## src/rtl/string_serializer.sv

```systemverilog
// string_serializer
//   Accepts parallel words through a small FIFO and shifts each one out
//   MSB first, one bit per clock, to feed a serial string detector.
//   A separately loadable 4-bit pattern register drives the detector's
//   pattern input.
//
// Ports
//   clk        : single clock, rising edge
//   reset      : synchronous, active-high
//   in_data    : parallel word to serialize (WORD_W bits)
//   in_valid   : in_data valid this cycle
//   in_ready   : FIFO has room (fewer than DEPTH words held)
//   pat_data   : new 4-bit search pattern
//   pat_load   : load pat_data into the pattern register
//   string1    : registered pattern
//   string2    : serial data bit
//   bit_valid  : string2 carries a real data bit this cycle
//   busy       : FIFO non-empty or shifter active
//   words_sent : words fully shifted out, modulo 256
module string_serializer #(
  parameter int WORD_W = 8,
  parameter int DEPTH  = 4
) (
  input  logic              clk,
  input  logic              reset,
  input  logic [WORD_W-1:0] in_data,
  input  logic              in_valid,
  output logic              in_ready,
  input  logic [3:0]        pat_data,
  input  logic              pat_load,
  output logic [3:0]        string1,
  output logic              string2,
  output logic              bit_valid,
  output logic              busy,
  output logic [7:0]        words_sent
);

  localparam int AW = $clog2(DEPTH);
  localparam int CW = $clog2(WORD_W);
  localparam logic [AW:0]   FULL_CNT = (AW+1)'(DEPTH);
  localparam logic [AW:0]   ZERO_CNT = (AW+1)'(0);
  localparam logic [CW-1:0] LAST_BIT = CW'(WORD_W - 1);
  localparam logic [CW-1:0] ZERO_BIT = CW'(0);

  typedef enum logic [0:0] {
    IDLE  = 1'b0,
    SHIFT = 1'b1
  } state_t;

  state_t              state_r;
  state_t              state_nxt_s;
  logic [WORD_W-1:0]   fifo_mem_r [DEPTH];
  logic [AW-1:0]       wr_ptr_r;
  logic [AW-1:0]       rd_ptr_r;
  logic [AW:0]         count_r;
  logic [AW:0]         count_nxt_s;
  logic [WORD_W-1:0]   shift_r;
  logic [WORD_W-1:0]   shift_nxt_s;
  logic [CW-1:0]       bitcnt_r;
  logic [CW-1:0]       bitcnt_nxt_s;
  logic                push_s;
  logic                pop_s;
  logic                word_done_s;
  logic                in_ready_r;
  logic                busy_r;
  logic                bit_valid_r;
  logic [3:0]          pat_r;
  logic [7:0]          words_sent_r;

  // Push is gated on registered occupancy, so a full FIFO refuses even if it pops this edge.
  always_comb begin
    push_s = in_valid && (count_r != FULL_CNT);
  end

  // Shifter next-state: load on entry / word boundary, otherwise shift left.
  always_comb begin
    state_nxt_s  = state_r;
    shift_nxt_s  = shift_r;
    bitcnt_nxt_s = bitcnt_r;
    pop_s        = 1'b0;
    word_done_s  = 1'b0;
    case (state_r)
      IDLE: begin
        if (count_r != ZERO_CNT) begin
          pop_s        = 1'b1;
          shift_nxt_s  = fifo_mem_r[rd_ptr_r];
          bitcnt_nxt_s = LAST_BIT;
          state_nxt_s  = SHIFT;
        end else begin
          shift_nxt_s  = '0;
          bitcnt_nxt_s = ZERO_BIT;
        end
      end
      SHIFT: begin
        if (bitcnt_r == ZERO_BIT) begin
          word_done_s = 1'b1;
          // Reload on the same edge as the LSB ends so the stream has no bubble.
          if (count_r != ZERO_CNT) begin
            pop_s        = 1'b1;
            shift_nxt_s  = fifo_mem_r[rd_ptr_r];
            bitcnt_nxt_s = LAST_BIT;
          end else begin
            state_nxt_s  = IDLE;
            shift_nxt_s  = '0;
            bitcnt_nxt_s = ZERO_BIT;
          end
        end else begin
          shift_nxt_s  = {shift_r[WORD_W-2:0], 1'b0};
          bitcnt_nxt_s = bitcnt_r - CW'(1);
        end
      end
      default: begin
        state_nxt_s  = IDLE;
        shift_nxt_s  = '0;
        bitcnt_nxt_s = ZERO_BIT;
      end
    endcase
  end

  // Occupancy: simultaneous push and pop leaves it unchanged.
  always_comb begin
    count_nxt_s = count_r;
    case ({push_s, pop_s})
      2'b10:   count_nxt_s = count_r + (AW+1)'(1);
      2'b01:   count_nxt_s = count_r - (AW+1)'(1);
      default: count_nxt_s = count_r;
    endcase
  end

  // Shifter state register.
  always_ff @(posedge clk) begin
    if (reset) begin
      state_r <= IDLE;
    end else begin
      state_r <= state_nxt_s;
    end
  end

  // FIFO storage; contents need no reset since occupancy gates every read.
  always_ff @(posedge clk) begin
    if (!reset && push_s) begin
      fifo_mem_r[wr_ptr_r] <= in_data;
    end
  end

  // Datapath, counters and registered outputs.
  always_ff @(posedge clk) begin
    if (reset) begin
      wr_ptr_r     <= '0;
      rd_ptr_r     <= '0;
      count_r      <= ZERO_CNT;
      shift_r      <= '0;
      bitcnt_r     <= ZERO_BIT;
      in_ready_r   <= 1'b1;
      busy_r       <= 1'b0;
      bit_valid_r  <= 1'b0;
      pat_r        <= 4'b0000;
      words_sent_r <= 8'd0;
    end else begin
      if (push_s) begin
        wr_ptr_r <= wr_ptr_r + AW'(1);
      end
      if (pop_s) begin
        rd_ptr_r <= rd_ptr_r + AW'(1);
      end
      count_r     <= count_nxt_s;
      shift_r     <= shift_nxt_s;
      bitcnt_r    <= bitcnt_nxt_s;
      in_ready_r  <= (count_nxt_s != FULL_CNT);
      busy_r      <= (count_nxt_s != ZERO_CNT) || (state_nxt_s == SHIFT);
      bit_valid_r <= (state_nxt_s == SHIFT);
      if (word_done_s) begin
        words_sent_r <= words_sent_r + 8'd1;
      end
      if (pat_load) begin
        pat_r <= pat_data;
      end
    end
  end

  // shift_r is cleared whenever the shifter idles, so its MSB is 0 in IDLE.
  assign string2    = shift_r[WORD_W-1];
  assign in_ready   = in_ready_r;
  assign busy       = busy_r;
  assign bit_valid  = bit_valid_r;
  assign string1    = pat_r;
  assign words_sent = words_sent_r;

endmodule

```

## config.mk

```make
export PLATFORM = sky130hd
export DESIGN_NAME = string_serializer
export DESIGN_NICKNAME = d
export VERILOG_FILES = /design/src/rtl/string_serializer.sv
export SDC_FILE = /design/constraint.sdc
export NUM_CORES = 1
export LEC_CHECK = 0
export ABC_AREA = 1
export CAP_MARGIN = 0
export CORE_UTILIZATION = 60
export CTS_BUF_LIST = sky130_fd_sc_hd__clkbuf_4 sky130_fd_sc_hd__clkbuf_8 sky130_fd_sc_hd__clkbuf_16
export CTS_CLUSTER_SIZE = 24
export DETAILED_ROUTE_END_ITERATION = 6
export GPL_TIMING_DRIVEN = 0
export PLACE_DENSITY_LB_ADDON = 0.12
export SYNTH_ARGS = -nofsm -noshare
export SYNTH_HDL_FRONTEND = slang
export SYNTH_SLANG_ARGS = --single-unit
```

## constraint.sdc

```tcl
create_clock -name clk -period 6.96 [get_ports clk]
set_clock_uncertainty 0.2 [all_clocks]
set_input_delay 0.696 -clock clk [delete_from_list [all_inputs] [get_ports clk]]
set_output_delay 0.696 -clock clk [all_outputs]
set_load 0.05 [all_outputs]
```

==> run metrics, run 1 <==
Initial Utilization roughly 64%; post-route DRC violation count 0; I/O pin cnt 32; Max Buffers Root-to-Sink 2; placeable core area about 4500 µm²; most frequent cells in the layout sky130_fd_sc_hd__nand2_1 (67), sky130_fd_sc_hd__inv_1 (59), sky130_fd_sc_hd__dfxtp_1 (35); number of vias in the routed layout roughly 2,100; critical path data required time a little over 6 ns; ratio of cells with drive above 1 in the final layout under 10%; total global routing overflow 0; detailed-route vias per instance roughly 5.0; slowest stage cell on the critical path sky130_fd_sc_hd__clkdlybuf4s50_1; crit path capture type output port; crit path launch type flop; nets in the synthesized netlist ~340; count of max-cap constraint violations 0; number of global-route vias before repair roughly 1,900; Worst Hold Slack 0.2439 ns; arrival time of the worst setup path ~1.6 ns; register bit count reported by yosys 67; power density cells just under 400 nW/µm²; total clock buffers created by CTS 9; number of H-tree branching levels 3; net count reported at finish ~380; path category of the worst min-delay check reg -> reg; Reg clk slew, reported paths about 0.070 ns; final worst path period share about 36%; worst relative slew slack 48.66%; post-synthesis cell type count 30; Antenna Violating Nets Remaining 0; clock tree from TritonCTS done; wire length per cell after detailed routing approximately 12 µm; cell class contributing the biggest share of worst-path delay buffers and inverters; ordered list of cells on the worst path clkdlybuf4s50_1; summed negative setup slack over all endpoints 0 ns; Port Buffer Count 31; post-route minimum period between 2 and 3 ns; Clock Sink Count 67; fraction of the core area covered by cells at the end of the flow about three quarters; routed wire length 5.068 mm; synthesized area divided by synthesized cell count slightly above 9 µm²; cell count after synthesis approximately 310; synthesized area about 2900 µm²; Reg2Reg Setup Slack approximately 4.5 ns; worst path buffer plus inverter count 1; die area between 5000 and 6000 µm²; Reg2Reg Depth 13; Leak around 0.0015 µW; violation count after the first detailed-route iteration ~110; standard-cell rows 24; number of setup buffers added after CTS 0; Die Span X slightly above 70 µm; Slew Limit Fails 0; Crit. path cell count 1; Pre-Repair DR Iteration Count 4; n_diodes 0; startpoint-to-endpoint class of the critical path reg -> out; synth warn 0; root cell of the clock tree sky130_fd_sc_hd__clkbuf_8; maximum fanout count along the critical path 5; count of hold-fix buffers inserted at cts 0; number of cells on the worst hold path 1; RSZ-0062 raised after global routing no; DP HPWL 3.563 mm; first-pass GRT wire length 8.466 mm; status finished clean; transition time at the pin with the least slew margin 0.7673 ns; Setup Viol. Count Final 0; P&R area growth vs syn 19.55%; share of synthesized area occupied by flip-flops and latches around 58%; maximum number of pins on one net before global-route repair 12; most common cell after layout, fill and taps aside sky130_fd_sc_hd__nand2_1; routability-driven placement congestion ratio 0.7752; y dimension of the die 71.29 µm; upper clock frequency limit about 400 MHz; total track usage 22.49%; number of antenna violations at the first check in global routing 0; source-to-sink clock delay at the later pin of the worst-skew pair about 0.34 ns; number of gates resized after CTS 0; delay contributed by the slowest stage of the critical path ~0.85 ns; count of endpoints failing hold in the final timing report 0; worst-case vdd ir drop 0.2500 mV
metal layers:
metal / routed length, µm / up-vias / GRT usage (%)
met5: 0 / - / 0
met4: 110 / 0 / 12.67
met3: 222 / 11 / 3.797
met2: 2430 / 43 / 35.77
met1: 2305 / 947 / 29.51
li1: - / 1077 / -
report_power, final:
group	switching (µW)	internal, µW
Clock	144	166
Sequential	31.4	483
Combinational	327	180
Total	503	829
worst paths after layout:
kind                          start                      to
min reg2reg  bitcnt_r[0]$_SDFF_PP0_  bitcnt_r[0]$_SDFF_PP0_
max reg2reg  bitcnt_r[0]$_SDFF_PP0_     in_ready$_SDFF_PP1_
min          bitcnt_r[0]$_SDFF_PP0_  bitcnt_r[0]$_SDFF_PP0_
max            bit_valid$_SDFF_PP0_               bit_valid
final cells by class:
class | count | area [µm²]
flip-flops and latches | 67 | 1662
fillers | 335 | 1031
multi-input cells | 178 | 922.1
repair buffers | 31 | 310.3
inverters | 63 | 249.0
clock buffers | 10 | 131.4
well taps | 52 | 65.06
clock inverters | 6 | 56.30
plain buffers | 6 | 47.55
state kept, by name, summed over array words and instances (netlist names), named ones only:
register,flops
bit_valid,1
bitcnt_r,3
busy,1
count_r,3
fifo_mem_r,32
in_ready,1
rd_ptr_r,2
shift_r,8
string1,4
words_sent,8
wr_ptr_r,2
logic make-up (layout without fill, tap and decap cells):
group,after synthesis,in the layout,synth area share [%]
AO/OA/AOI/OAI,39,39,7.298
XOR/XNOR,4,4,1.217
AND/OR/NAND/NOR,126,126,19.33
adder cells (fa/ha/maj),9,9,4.170
buffers and inverters,69,116,10.30
flip-flops,67,67,57.69
per-stage QoR:
| step | instance area, µm² | std cells | worst slack [ns] | total power, µW |
|---|---|---|---|---|
| 2_1_floorplan | 2880 | 314 | 4.601 | 901.6 |
| 3_3_place_gp | 3256 | 397 | 4.088 | 1010 |
| 3_5_place_dp | 3256 | 397 | 4.056 | 1031 |
| 4_1_cts | 3443 | 413 | 4.412 | 1342 |
| 5_1_grt | 3443 | 413 | 4.299 | 1419 |
| 6_report | 3443 | 413 | 4.437 | 1333 |
synth_stat cells:
cell / instances / area [µm²]
sky130_fd_sc_hd__a21oi_1: 22 / 110.1
sky130_fd_sc_hd__a21oi_2: 2 / 17.52
sky130_fd_sc_hd__buf_2: 2 / 10.01
sky130_fd_sc_hd__buf_6: 3 / 33.78
sky130_fd_sc_hd__clkbuf_1: 1 / 3.750
sky130_fd_sc_hd__clkinv_4: 1 / 8.760
sky130_fd_sc_hd__dfxtp_1: 35 / 700.7
sky130_fd_sc_hd__edfxtp_1: 32 / 960.9
sky130_fd_sc_hd__fa_1: 1 / 20.02
sky130_fd_sc_hd__ha_1: 8 / 100.1
sky130_fd_sc_hd__inv_1: 59 / 221.5
sky130_fd_sc_hd__inv_2: 1 / 3.750
sky130_fd_sc_hd__inv_4: 1 / 6.260
sky130_fd_sc_hd__inv_6: 1 / 8.760
sky130_fd_sc_hd__nand2_1: 67 / 251.5
sky130_fd_sc_hd__nand2_2: 2 / 12.51
sky130_fd_sc_hd__nand2_4: 1 / 11.26
sky130_fd_sc_hd__nand3_1: 20 / 100.1
sky130_fd_sc_hd__nand3_2: 2 / 20.02
sky130_fd_sc_hd__nand3_4: 1 / 17.52
sky130_fd_sc_hd__nand4_1: 3 / 18.77
sky130_fd_sc_hd__nor2_1: 27 / 101.4
sky130_fd_sc_hd__nor2_2: 1 / 6.260
sky130_fd_sc_hd__nor2_4: 1 / 11.26
sky130_fd_sc_hd__o21a_1: 3 / 22.52
sky130_fd_sc_hd__o21ai_0: 11 / 55.05
sky130_fd_sc_hd__o21ai_1: 1 / 5.000
sky130_fd_sc_hd__or2_1: 1 / 6.260
sky130_fd_sc_hd__xnor2_1: 1 / 8.760
sky130_fd_sc_hd__xor2_1: 3 / 26.28
(Power assumes the default switching activity.)
==> run 2: changes to the inputs <==
--- a/config.mk
+++ b/config.mk
@@ -7,7 +7,7 @@
 export LEC_CHECK = 0
 export ABC_AREA = 1
 export CAP_MARGIN = 0
-export CORE_UTILIZATION = 60
+export CORE_UTILIZATION = 50
 export CTS_BUF_LIST = sky130_fd_sc_hd__clkbuf_4 sky130_fd_sc_hd__clkbuf_8 sky130_fd_sc_hd__clkbuf_16
 export CTS_CLUSTER_SIZE = 24
 export DETAILED_ROUTE_END_ITERATION = 6
==> constraint.sdc (replaced) <==
create_clock -name clk -period 2.2 [get_ports clk]
set_clock_uncertainty 0.2 [all_clocks]
set_input_delay 0.22 -clock clk [delete_from_list [all_inputs] [get_ports clk]]
set_output_delay 0.22 -clock clk [all_outputs]
set_load 0.05 [all_outputs]
==> run 2 against run 1 <==
Net effect: global-route usage down 2.4 points; critical path depth rose by 12; die area increased by 19%; final area increased by 5.1%; register-to-register slack lost 4.4 ns; sequential cell count is the same; utilization down 12 points; worst hold slack lost 0.020 ns; via count is 1.3% higher; sequential power grew to 3.2 times the previous value; non-clock buffer count is 9 higher; combinational power rose to 3.7 times the previous value.
==> run metrics, run 2 (same netlist as run 1, synthesis figures left out) <==
status finished clean; detailed-route vias per instance 4.762 (-5.3%); flip-flop count of the largest register, all copies and words added 32 (unchanged); Die Span X 77.90 µm (+9.3%); post-route DRC violation count 0 (unchanged); crit path capture type flop; crit path launch type flop; Finished Layout Cells 442 (+7.0%); cell internal pwr 2913 µW (+250%); root cell of the clock tree sky130_fd_sc_hd__clkbuf_8; I/O pin cnt 32 (unchanged); Max Buffers Root-to-Sink 2 (unchanged); total clock buffers created by CTS 9 (unchanged); number of H-tree branching levels 3 (unchanged); upper clock frequency limit about 470 MHz; maximum number of pins on one net before global-route repair 12 (unchanged); Clock Sink Count 67 (unchanged); Leak 0.001574 µW (+4.3%); worst relative slew slack 44.89% (-3.8 points); most frequent cells in the layout sky130_fd_sc_hd__nand2_1 (64), sky130_fd_sc_hd__inv_1 (54), sky130_fd_sc_hd__dfxtp_1 (33); routability-driven placement congestion ratio 0.7132 (-8.0%); Worst Hold Slack 0.2236 ns (-0.02025 ns); net count reported at finish 390 (+2.4%); Port Buffer Count 31 (unchanged); Initial Utilization 51.99% (-12 points); path category of the worst min-delay check reg -> reg; post-route minimum period about 2.1 ns; routed wire length 5.303 mm (+4.6%); P&R area growth vs syn 25.67%; startpoint-to-endpoint class of the critical path reg -> reg; Design Power 4586 µW (+240%); count of max-cap constraint violations 0 (unchanged); Seq pwr share 35.8% (-2.8 points); clock network fraction of design power 23.2% (about the same); Slew Limit Fails 0 (unchanged); number of antenna violations at the first check in global routing 0 (unchanged); arrival time of the worst setup path 2.16 ns (+0.53 ns); register with the most flip-flops fifo_mem_r; total track usage 20.08% (-2.4 points); RSZ-0062 raised after global routing yes; y dimension of the die 77.90 µm (+9.3%); count of endpoints failing hold in the final timing report 0 (unchanged); first-pass GRT wire length 9.032 mm (+6.7%); DP HPWL 3.546 mm (-0.48%); worst-case vdd ir drop 0.6547 mV (+160%); transition time at the pin with the least slew margin 0.8237 ns (+0.05639 ns); count of hold-fix buffers inserted at cts 0 (unchanged); net switching fraction of the power 36.49% (-1.3 points); total global routing overflow 0 (unchanged); violation count after the first detailed-route iteration 128 (+13%); logic gate share of total power 41.0% (+2.9 points); standard-cell rows 27 (+13%); most common cell after layout, fill and taps aside sky130_fd_sc_hd__nand2_1; Antenna Violating Nets Remaining 0 (unchanged); number of global-route vias before repair 2,000 (+5.0%); critical path data required time 2.22 ns (-3.84 ns); maximum fanout count along the critical path 2 (-3); source-to-sink clock delay at the later pin of the worst-skew pair 0.33 ns (about the same); wire length per cell after detailed routing 12.00 µm (-2.2%); die area 6068 µm² (+19%); Setup Viol. Count Final 0 (unchanged); n_diodes 0 (unchanged); placeable core area 5540 µm² (+24%); DP Cell Count 417 (+5.0%); Pre-Repair DR Iteration Count 4 (unchanged); final worst path period share a little over nine tenths; switching power 1673 µW (+230%); ratio of cells with drive above 1 in the final layout 15.95% (+6.5 points); Reg clk slew, reported paths 0.07 ns (about the same); power density cells 1267 nW/µm² (+230%); number of vias in the routed layout 2,105 (+1.3%); clock tree from TritonCTS done
run 2: changes by cell type in the layout (fill, tap and decap cells not counted), moves of 3 or more:
cell	delta
sky130_fd_sc_hd__inv_1	-5
sky130_fd_sc_hd__nand2_1	-3
sky130_fd_sc_hd__buf_4	+9
sky130_fd_sc_hd__inv_2	+5
run 2: layer usage:
metal	share of wire, %	up-vias	track usage (%)
met5	0	-	0
met4	2.0	0	12.22
met3	5.1	10	4.588
met2	48	44	33.19
met1	45	961	23.73
li1	-	1090	-
run 2: what timing repair did:
| action | 4_1_cts | 5_1_grt |
|---|---|---|
| setup endpoints to repair | 4 | 5 |
| hold endpoints to repair | 0 | 0 |
| gates resized for setup | 6 | 12 |
| setup buffers | 5 | 4 |
| pin swaps | 3 | 9 |
run 2: power groups by stage:
stage	combinational (µW)	sequential [µW]	clock, µW
after floorplan	1070	1810	0
after global placement	1580	1650	0
after detailed placement	1610	1660	0
after CTS	1730	1640	1080
after global routing	2100	1660	1140
final	1880	1640	1060
run 2: stage by stage:
stage / utilization [%] / setup WS, ns / TNS (ns) / instance area [µm²]
6_report: 65.33 / 0.06420 / 0 / 3620
5_1_grt: 65.33 / -0.02384 / -0.04198 / 3620
4_1_cts: 64.07 / 0.006100 / 0 / 3550
3_5_place_dp: 59.46 / -0.2444 / -7.329 / 3294
3_3_place_gp: 59.46 / -0.2408 / -6.978 / 3294
2_1_floorplan: - / 0.01098 / 0 / 2894
run 2: cell type report:
type / instances / area (µm²)
fill: 475 / 1921
buffer: 6 / 47.55
timing repair buffer: 40 / 377.9
multi-input combinational: 178 / 982.2
clock inverter: 2 / 35.03
sequential: 67 / 1664
tap: 72 / 90.09
clock buffer: 14 / 173.9
inverter: 63 / 249.0
run 2: final timing paths:
kind,cells after the start,slack (ns),endpoint,startpoint
worst max register to register,13,0.06,in_ready$_SDFF_PP1_,bitcnt_r[0]$_SDFF_PP0_
worst max-delay path,13,0.06,in_ready$_SDFF_PP1_,bitcnt_r[0]$_SDFF_PP0_
worst min-delay path,1,0.22,bitcnt_r[0]$_SDFF_PP0_,bitcnt_r[0]$_SDFF_PP0_
worst min register to register,1,0.22,bitcnt_r[0]$_SDFF_PP0_,bitcnt_r[0]$_SDFF_PP0_
run 2: worst max-delay path, stage by stage, from the launching register on:
cell	delay, ns
sky130_fd_sc_hd__dfxtp_2	0.32
sky130_fd_sc_hd__inv_2	0.06
sky130_fd_sc_hd__ha_4	0.15
sky130_fd_sc_hd__nand2_4	0.06
sky130_fd_sc_hd__nand2_4	0.07
sky130_fd_sc_hd__nand2_4	0.05
sky130_fd_sc_hd__clkinv_4	0.06
sky130_fd_sc_hd__ha_4	0.13
sky130_fd_sc_hd__inv_2	0.04
sky130_fd_sc_hd__fa_2	0.53
sky130_fd_sc_hd__nand2_2	0.05
sky130_fd_sc_hd__o21a_1	0.12
sky130_fd_sc_hd__nor2_2	0.11
sky130_fd_sc_hd__nand3_1	0.07
==> run 3: changes to the inputs <==
--- a/config.mk
+++ b/config.mk
@@ -7,8 +7,8 @@
 export LEC_CHECK = 0
 export ABC_AREA = 1
 export CAP_MARGIN = 0
-export CORE_UTILIZATION = 50
-export CTS_BUF_LIST = sky130_fd_sc_hd__clkbuf_4 sky130_fd_sc_hd__clkbuf_8 sky130_fd_sc_hd__clkbuf_16
+export CORE_UTILIZATION = 52
+export CTS_BUF_LIST = sky130_fd_sc_hd__clkbuf_4
 export CTS_CLUSTER_SIZE = 24
 export DETAILED_ROUTE_END_ITERATION = 6
 export GPL_TIMING_DRIVEN = 0
==> constraint.sdc (replaced) <==
create_clock -name clk -period 2.2 [get_ports clk]
set_clock_uncertainty 0.2 [all_clocks]
set_input_delay 0.33 -clock clk [delete_from_list [all_inputs] [get_ports clk]]
set_output_delay 0.33 -clock clk [all_outputs]
set_load 0.05 [all_outputs]
==> run 3 against run 2 <==
Net effect: register-to-register slack improved by 0.03 ns; final area decreased by 3.2%; count of clock-buffer cells in the layout down 2; utilization is 1.9 points higher; final cell count is 0.90% lower; worst hold slack gained 0.0092 ns; combinational power about the same; first-iteration DRC count fell by 40%; fmax grew 1.2%; die area is 3.8% lower; sequential cell count unchanged.
==> run metrics, run 3 (same netlist as run 1, synthesis figures left out) <==
status finished clean; worst relative slew slack 45.86% (+0.98 points); standard-cell rows 26 (-3.7%); I/O pin cnt 32 (unchanged); Pre-Repair DR Iteration Count 4 (unchanged); crit path launch type flop; Setup Viol. Count Final 0 (unchanged); Initial Utilization 55.34% (+3.3 points); Clock Sink Count 67 (unchanged); maximum fanout count along the critical path 3 (+1); count of max-cap constraint violations 0 (unchanged); multi-input logic area 972.2 µm² (-1.0%); critical path data required time 2.30 ns (+0.08 ns); source-to-sink clock delay at the later pin of the worst-skew pair 0.41 ns (+0.08 ns); wire length per cell after detailed routing 12.14 µm (+1.2%); path category of the worst min-delay check reg -> reg; flip-flop count of the largest register, all copies and words added 32 (unchanged); register with the most flip-flops fifo_mem_r; number of H-tree branching levels 3 (unchanged); Slew Limit Fails 0 (unchanged); net count reported at finish 388 (-0.51%); fraction of the core area covered by cells at the end of the flow 67.28% (+1.9 points); pre-CTS setup slack -0.3864 ns (-0.1420 ns); post-route DRC violation count 0 (unchanged); startpoint-to-endpoint class of the critical path reg -> reg; ratio of cells with drive above 1 in the final layout 14.95% (-1.0 points); clock tree from TritonCTS done; post-layout instance area 3502 µm² (-3.2%); most frequent cells in the layout sky130_fd_sc_hd__nand2_1 (65), sky130_fd_sc_hd__inv_1 (56), sky130_fd_sc_hd__dfxtp_1 (32), sky130_fd_sc_hd__edfxtp_1 (32), sky130_fd_sc_hd__nor2_1 (25); die area 5841 µm² (-3.8%); most common cell after layout, fill and taps aside sky130_fd_sc_hd__nand2_1; summed negative setup slack over all endpoints 0 ns (unchanged); transition time at the pin with the least slew margin 0.8091 ns (-0.01459 ns); Leak 0.001625 µW (+3.2%); routed wire length 5.317 mm (+0.26%); Die Span X 76.43 µm (-1.9%); count of fill cells added during filler insertion 432 (-9.1%); RSZ-0062 raised after global routing yes; detailed-route vias per instance 4.737 (-0.52%); crit path capture type flop; placeable core area 5205 µm² (-6.1%); number of antenna violations at the first check in global routing 0 (unchanged); Design Power 4173 µW (-9.0%); n_diodes 0 (unchanged); final worst path period share 95.91% (-1.2 points); maximum number of pins on one net before global-route repair 12 (unchanged); post-detailed-placement cell area 3292 µm² (about the same); Antenna Violating Nets Remaining 0 (unchanged); Reg clk slew, reported paths 0.10 ns (+0.03 ns); total clock buffers created by CTS 9 (unchanged); post-route minimum period 2.110 ns (-0.02579 ns); number of vias in the routed layout 2,075 (-1.4%); flip-flop and latch area 1665 µm² (about the same); first-pass GRT wire length 9.149 mm (+1.3%); arrival time of the worst setup path 2.21 ns (+0.05 ns); DP HPWL 3.527 mm (-0.53%); y dimension of the die 76.43 µm (-1.9%); worst-case vdd ir drop 0.5874 mV (-10%); Port Buffer Count 31 (unchanged); violation count after the first detailed-route iteration 77 (-40%); count of endpoints failing hold in the final timing report 0 (unchanged); root cell of the clock tree sky130_fd_sc_hd__clkbuf_4; power density cells 1191 nW/µm² (-6.0%); total track usage 20.72% (+0.64 points); total global routing overflow 0 (unchanged); routability-driven placement congestion ratio 0.7234 (+1.4%); upper clock frequency limit 473.9 MHz (+1.2%); final setup slack of the worst path 0.08999 ns (+0.02579 ns); P&R area growth vs syn 21.59%; number of global-route vias before repair 1,977 (-1.2%); Max Buffers Root-to-Sink 2 (unchanged)
-- run 3: cell count changes in the layout (fill, tap and decap cells not counted), sizes merged, moves of 2 or more --
cell           change
buf                -2
clkbuf             -2
clkdlybuf4s50      -8
clkinv             +2
dlygate4sd2        +3
dlymetal6s2s       +5
-- run 3: critical path: stages (launching register included) --
cell and delay (ns):
sky130_fd_sc_hd__dfxtp_2 0.33, sky130_fd_sc_hd__inv_2 0.07, sky130_fd_sc_hd__ha_4 0.15, sky130_fd_sc_hd__nand2_4 0.05, sky130_fd_sc_hd__nand2_4 0.08, sky130_fd_sc_hd__nand2_4 0.06
sky130_fd_sc_hd__clkinv_4 0.06, sky130_fd_sc_hd__ha_4 0.12, sky130_fd_sc_hd__inv_2 0.04, sky130_fd_sc_hd__fa_1 0.38, sky130_fd_sc_hd__nand2_1 0.11, sky130_fd_sc_hd__nand3_2 0.11
sky130_fd_sc_hd__o21ai_0 0.17, sky130_fd_sc_hd__a21oi_1 0.06
-- run 3: stage by stage --
stage | cells | hold slack, ns
detailed placement | 415 | 0.2266
global route | 438 | 0.2448
floorplan | 314 | 0.1991
CTS | 434 | 0.2315
global placement | 415 | 0.2194
finish | 438 | 0.2328
-- run 3: worst paths after layout --
check	cells past startpoint	slack [ns]	to	from
hold reg to reg	1	0.23	bitcnt_r[0]$_SDFF_PP0_	bitcnt_r[0]$_SDFF_PP0_
setup reg to reg	13	0.09	count_r[2]$_SDFF_PP0_	bitcnt_r[1]$_SDFF_PP0_
hold / removal	1	0.23	bitcnt_r[0]$_SDFF_PP0_	bitcnt_r[0]$_SDFF_PP0_
setup / recovery	13	0.09	count_r[2]$_SDFF_PP0_	bitcnt_r[1]$_SDFF_PP0_
-- run 3: where the power goes --
part,leakage [µW],switching (µW),internal [µW]
sequential,0.000579,107,1530
combinational,0.000975,1110,735
clock,0.0000712,425,263
total,0.00163,1640,2530
-- run 3: routing by layer --
metal	track usage (%)	up-vias	wire, µm
met4	10.19	0	104
li1	-	1093	-
met1	26.85	943	2451
met2	31.53	27	2564
met3	6.228	12	197
met5	0	-	0
-- run 3: layout make-up --
type                            instances  area share, %
Multi-Input combinational cell        178          27.76
Clock inverter                          4         0.5359
Tap cell                               70          2.501
Sequential cell                        67          47.55
Inverter                               63          7.110
Clock buffer                           12          2.572
Timing Repair Buffer                   38          10.61
Buffer                                  6          1.358
-- run 3: repair_timing --
item                                    4_1_cts  5_1_grt
buffers inserted                              3        4
pin swaps                                     4        6
hold buffers                                  0        0
endpoints found under the setup margin        7       41
gates resized for setup                      12       10
